File: config.mk
export PLATFORM = sky130hd
export DESIGN_NAME = key_debounce_repeat
export DESIGN_NICKNAME = d
export VERILOG_FILES = /design/src/rtl/key_debounce_repeat.sv
export SDC_FILE = /design/constraint.sdc
export NUM_CORES = 1
export LEC_CHECK = 0
export BUFFER_PORTS_ARGS = -buffer_cell sky130_fd_sc_hd__buf_2
export CORE_ASPECT_RATIO = 1.4
export CORE_MARGIN = 2
export CORE_UTILIZATION = 25
export CTS_BUF_LIST = sky130_fd_sc_hd__clkbuf_8 sky130_fd_sc_hd__clkbuf_16
export DETAILED_ROUTE_END_ITERATION = 8
export GPL_ROUTABILITY_DRIVEN = 0
export PLACE_DENSITY_LB_ADDON = 0.1
export SLEW_MARGIN = 20
export SYNTH_ARGS = -nofsm -noshare
export SYNTH_HDL_FRONTEND = slang
export SYNTH_SLANG_ARGS = --single-unit
File: constraint.sdc
create_clock -name i_clk -period 2.6 [get_ports i_clk]
set_input_delay 0.39 -clock i_clk [delete_from_list [all_inputs] [get_ports i_clk]]
set_output_delay 0.39 -clock i_clk [all_outputs]
set_load 0.05 [all_outputs]
File: src/rtl/key_debounce_repeat.sv
// Debouncer for N_KEYS active-low push buttons. Each key has a synchroniser, a filter,
// press/release pulses and an optional hold-to-repeat generator.
module key_debounce_repeat #(
  parameter int                N_KEYS        = 4,
  parameter int                SYNC_STAGES   = 2,
  parameter int                DEB_CYCLES    = 16384,
  parameter int                REPEAT_DELAY  = 1000000,
  parameter int                REPEAT_PERIOD = 250000,
  parameter logic [N_KEYS-1:0] REPEAT_MASK   = N_KEYS'(4'b0011)
) (
  input  logic              i_clk,
  input  logic              i_rst,
  input  logic [N_KEYS-1:0] i_key,
  output logic [N_KEYS-1:0] o_level,
  output logic [N_KEYS-1:0] o_neg,
  output logic [N_KEYS-1:0] o_pos,
  output logic [N_KEYS-1:0] o_repeat,
  output logic [N_KEYS-1:0] o_evt
);

  // state     | meaning
  // ST_IDLE   | key released, or auto-repeat disabled for this key
  // ST_DELAY  | pressed, waiting REPEAT_DELAY cycles for the first repeat
  // ST_REPEAT | pressed, one repeat pulse every REPEAT_PERIOD cycles
  typedef enum logic [1:0] {
    ST_IDLE   = 2'd0,
    ST_DELAY  = 2'd1,
    ST_REPEAT = 2'd2
  } state_t;

  localparam int DEB_W  = $clog2(DEB_CYCLES + 1);
  localparam int RC_MAX = (REPEAT_DELAY > REPEAT_PERIOD) ? REPEAT_DELAY : REPEAT_PERIOD;
  localparam int RC_W   = $clog2(RC_MAX + 1);

  localparam logic [DEB_W-1:0] DEB_LAST = DEB_W'(DEB_CYCLES - 1);
  localparam logic [RC_W-1:0]  DLY_LAST = RC_W'(REPEAT_DELAY - 1);
  localparam logic [RC_W-1:0]  PER_LAST = RC_W'(REPEAT_PERIOD - 1);

  for (genvar k = 0; k < N_KEYS; k++) begin : g_key
    logic [SYNC_STAGES-1:0] r_sync;
    logic                   r_stable;
    logic [DEB_W-1:0]       r_cnt;
    logic                   r_level;
    logic                   r_neg;
    logic                   r_pos;
    logic                   r_repeat;
    state_t                 r_state;
    state_t                 w_state_nxt;
    logic [RC_W-1:0]        r_rc;
    logic [RC_W-1:0]        w_rc_nxt;
    logic                   w_s;
    logic                   w_press;
    logic                   w_release;
    logic                   w_fire;

    assign w_s = r_sync[SYNC_STAGES-1];

    always_ff @(posedge i_clk) begin
      if (i_rst) begin
        r_sync   <= '1;
        r_stable <= 1'b1;
        r_cnt    <= '0;
      end else begin
        r_sync <= {r_sync[SYNC_STAGES-2:0], i_key[k]};
        if (w_s == r_stable) begin
          r_cnt <= '0;
        end else if (r_cnt == DEB_LAST) begin
          r_stable <= w_s;
          r_cnt    <= '0;
        end else begin
          r_cnt <= r_cnt + 1'b1;
        end
      end
    end

    // r_stable keeps raw polarity; the pulses fire while r_level catches up with it
    assign w_press   = ~r_stable & ~r_level;
    assign w_release = r_stable & r_level;

    always_ff @(posedge i_clk) begin
      if (i_rst) begin
        r_level <= 1'b0;
        r_neg   <= 1'b0;
        r_pos   <= 1'b0;
      end else begin
        r_level <= ~r_stable;
        r_neg   <= w_press;
        r_pos   <= w_release;
      end
    end

    always_ff @(posedge i_clk) begin
      if (i_rst) begin
        r_state  <= ST_IDLE;
        r_rc     <= '0;
        r_repeat <= 1'b0;
      end else begin
        r_state  <= w_state_nxt;
        r_rc     <= w_rc_nxt;
        r_repeat <= w_fire;
      end
    end

    always_comb begin
      w_state_nxt = r_state;
      w_rc_nxt    = r_rc;
      if (w_release) begin
        w_state_nxt = ST_IDLE;
        w_rc_nxt    = '0;
      end else begin
        case (r_state)
          ST_IDLE: begin
            if (w_press && REPEAT_MASK[k]) begin
              w_state_nxt = ST_DELAY;
              w_rc_nxt    = '0;
            end
          end
          ST_DELAY: begin
            if (r_rc == DLY_LAST) begin
              w_state_nxt = ST_REPEAT;
              w_rc_nxt    = '0;
            end else begin
              w_rc_nxt = r_rc + 1'b1;
            end
          end
          ST_REPEAT: begin
            if (r_rc == PER_LAST) begin
              w_rc_nxt = '0;
            end else begin
              w_rc_nxt = r_rc + 1'b1;
            end
          end
          default: begin
            w_state_nxt = ST_IDLE;
            w_rc_nxt    = '0;
          end
        endcase
      end
    end

    always_comb begin
      w_fire = 1'b0;
      if (!w_release) begin
        case (r_state)
          ST_DELAY:  w_fire = (r_rc == DLY_LAST);
          ST_REPEAT: w_fire = (r_rc == PER_LAST);
          default:   w_fire = 1'b0;
        endcase
      end
    end

    assign o_level[k]  = r_level;
    assign o_neg[k]    = r_neg;
    assign o_pos[k]    = r_pos;
    assign o_repeat[k] = r_repeat;
    assign o_evt[k]    = r_neg | r_repeat;
  end

endmodule

==> results.sh <==
export IMPL_status="finished clean"
export IMPL_fin_worst_skew_ns=0.007328
export IMPL_dr_pass1_iters=4
export IMPL_instances_no_fill=1019
export IMPL_tns_ns=0
export IMPL_place_area_mm2=0.006405
export IMPL_crit_buf_inv=1
export IMPL_tightest_slew_ns=0.7228
export IMPL_async_flop_share=0
export IMPL_multi_input_area_mm2=0.003142
export IMPL_ctsLongestPathBuffers=2
export IMPL_final_setup_viol_count=0
export IMPL_via_per_inst=4.557
export IMPL_placed_cells=988
export IMPL_start_util=0.2536
export IMPL_cts_tree="done"
export IMPL_die_w_um=135.6
export IMPL_synth_adder_area_share=0.02891
export IMPL_synthSimpleGateAreaFrac=0.2664
export IMPL_r2r_start="g_key[1].r_rc[9]$_SDFFE_PP0P_"
export IMPL_synth_xor_area_frac=0.1113
export IMPL_synth_top_cells_by_count="dfxtp_1, nor2_1, nand2_1, nand3_1, xor2_1"
export IMPL_via_count=4644
export IMPL_grt_pass1_vias=4648
export IMPL_row_count=67
export IMPL_leakage_nw=2.408
export IMPL_maxCapViolations=0
export IMPL_die_area_mm2=0.02552
export IMPL_seq_area_frac_synth=0.4295
export IMPL_ys_dominant_reg_cell="dfxtp_1"
export IMPL_critPathArrivalTime_ns=2.47
export IMPL_grt_overflow_total=0
export IMPL_synth_distinct_cells=66
export IMPL_postCtsHoldBufs=0
export IMPL_register_area_mm2=0.002603
export IMPL_netlist_instances=679
export IMPL_cts_buffers=17
export IMPL_finalHoldViolCount=0
export IMPL_antenna_found_initial=0
export IMPL_holdCritStartpoint="i_key[1]"
export IMPL_min_period_over_period=0.8424
export IMPL_portBuffers=23
export IMPL_finalNetCount=717
export IMPL_clock_fmax_mhz=456.6
export IMPL_critPathRequiredTime_ns=2.88
export IMPL_synth_top_cell_by_area="dfxtp_1"
export IMPL_rsz0062_at_grt="no"
export IMPL_cellPowerDensity_mw_per_mm2=645.2
export IMPL_hold_ws_ns=0.1731
export IMPL_ctsResizeCount=0
export IMPL_wire_per_inst_um=13.05
export IMPL_hold_end="g_key[1].r_sync[0]$_SDFF_PP1_"
export IMPL_core_area_mm2=0.02389
export IMPL_drt_wl_total_um=13290
export IMPL_max_stage_delay_ns=0.58
export IMPL_syn_area_mm2=0.006060
export IMPL_path_delay_family="simple AND/OR/NAND/NOR gates"
export IMPL_clock_latency_ns=0.42
export IMPL_ios=26
export IMPL_synth_mux_area_frac=0
export IMPL_drt_iter0_drc=142
export IMPL_synth_top_area_share=0.4295
export IMPL_hold_depth=2
export IMPL_clkTransAtPathRegs_ns=0.06
export IMPL_fillers=2562
export IMPL_irDropWorstVdd_uv=478.3
export IMPL_timing_rr_end="g_key[1].r_rc[12]$_SDFFE_PP0P_"
export IMPL_ant_nets=0
export IMPL_synth_top_family_by_area="simple AND/OR/NAND/NOR gates"
export IMPL_htreeDepth=4
export IMPL_hpwl_um=9645
export IMPL_postCtsSetupBuffers=0
export IMPL_ys_warn_count=0
export IMPL_ys_top_cells_by_area="dfxtp_1, nor2_1, xor2_1"
export IMPL_drc=0
export IMPL_clock_sinks=130
export IMPL_grt_first_pass_wirelength_um=22380
export IMPL_drive_gt1_frac=0.1453
export IMPL_critPathCaptureType="register"
export IMPL_cp_cell_sequence="nand4b_1 > nor4b_1 > a31oi_1 > o31ai_4 > buf_4 > a311oi_1"
export IMPL_final_area_mm2=0.006980
export IMPL_syn_to_final_growth_pct=15.20
export IMPL_worst_r2r_setup_slack_ns=0.41
export IMPL_groute_usage_overall=0.1108
export IMPL_hp_class="input port to register"
export IMPL_avgSynthCellArea_um2=8.924
export IMPL_synth_edf_count=0
export IMPL_dieHeight_um=188.2
export IMPL_grt_max_degree=20
export IMPL_yosys_register_bits=130
export IMPL_slowest_stage="nor4b_1"
export IMPL_finalCriticalPeriod_ns=2.190
export IMPL_critPathKind="register to register"
export IMPL_slew_headroom=0.5114
export IMPL_synth_compound_area_frac=0.1107
export IMPL_r2r_cells=6
export IMPL_crit_fanout=14
export IMPL_yosysMostFrequentCell="dfxtp_1"
export IMPL_slew_violations=0
export IMPL_start_kind="register"
export IMPL_clockRootBuffer="clkbuf_16"
export IMPL_antenna_cells=0
cells by family after synthesis:
kind of cell             count (synthesis)
buffers and inverters                   56
AO/OA/AOI/OAI                           86
AND/OR/NAND/NOR                        315
adder cells (fa/ha/maj)                 14
flip-flops                             130
other                                    1
XOR/XNOR                                77
flip-flops by register name, indices dropped and copies added (netlist names):
name and flops:
g_key.r_state 4, g_key.r_sync 8, g_key.r_rc 40, g_key.r_repeat 2, g_key.r_neg 4, g_key.r_level 4, g_key.r_pos 4, g_key.r_cnt 60
g_key.r_stable 4
cell type report:
class                   count  share of cell area
multi-input cells         494              0.4501
clock inverters            13             0.01954
inverters                  20             0.01075
flip-flops and latches    130              0.3728
repair buffers             34             0.02832
well taps                 310             0.05557
clock buffers              18             0.06291
per-stage QoR:
stage	util	setup WS, ns	total power [mW]
2_1_floorplan	-	0.6783	2.161
3_3_place_gp	0.2681	0.4204	2.203
3_5_place_dp	0.2681	0.3855	2.205
4_1_cts	0.2922	0.3844	4.582
5_1_grt	0.2922	0.1393	4.689
6_report	0.2922	0.4097	4.504
cells in the final DEF, fill, tap and decap left out, types with 5 or more instances in the layout:
cell	Yosys	layout
dfxtp_1	130	130
buf_2	2	23
buf_4	20	11
and3_1	16	16
nand2_1	57	57
clkbuf_16	0	17
nand2b_1	6	6
xnor2_1	36	36
a21oi_2	11	11
nor2_1	108	108
nor4_1	6	6
o211ai_1	5	5
or2_2	10	10
nand4_1	13	13
xor2_1	41	41
nor3_1	15	15
a31oi_1	6	6
a21oi_1	16	16
o21ai_0	9	9
nor2b_1	5	5
inv_1	20	20
ha_1	14	14
nand3_1	45	45
and4_1	9	9
routing by layer:
metal	part of all wire	up-vias	GRT usage
met3	0.026	23	0.02663
met4	0.026	0	0.05449
met1	0.45	2203	0.1295
li1	-	2361	-
met5	0	-	0
met2	0.50	57	0.1878
power breakdown:
group | leakage (nW) | internal, mW | total, mW | switching, mW
logic | 1.08 | 0.0433 | 0.148 | 0.104
clock network | 0.274 | 1.43 | 2.35 | 0.918
registers | 1.05 | 2.00 | 2.01 | 0.00618
total | 2.41 | 3.48 | 4.50 | 1.03
worst max path at each step:
| stage | cells past startpoint | end | start |
|---|---|---|---|
| 2_1_floorplan | 6 | g_key[0].r_rc[10]$_SDFFE_PP0P_ | g_key[0].r_rc[8]$_SDFFE_PP0P_ |
| 3_3_place_gp | 5 | g_key[0].r_rc[17]$_SDFFE_PP0P_ | g_key[0].r_rc[8]$_SDFFE_PP0P_ |
| 3_5_place_dp | 5 | g_key[0].r_rc[17]$_SDFFE_PP0P_ | g_key[0].r_rc[8]$_SDFFE_PP0P_ |
| 4_1_cts | 5 | g_key[0].r_rc[17]$_SDFFE_PP0P_ | g_key[0].r_rc[8]$_SDFFE_PP0P_ |
| 5_1_grt | 6 | g_key[1].r_rc[12]$_SDFFE_PP0P_ | g_key[1].r_rc[9]$_SDFFE_PP0P_ |
| 6_report | 6 | g_key[1].r_rc[12]$_SDFFE_PP0P_ | g_key[1].r_rc[9]$_SDFFE_PP0P_ |
No activity file was read; power rests on OpenSTA's default activity.
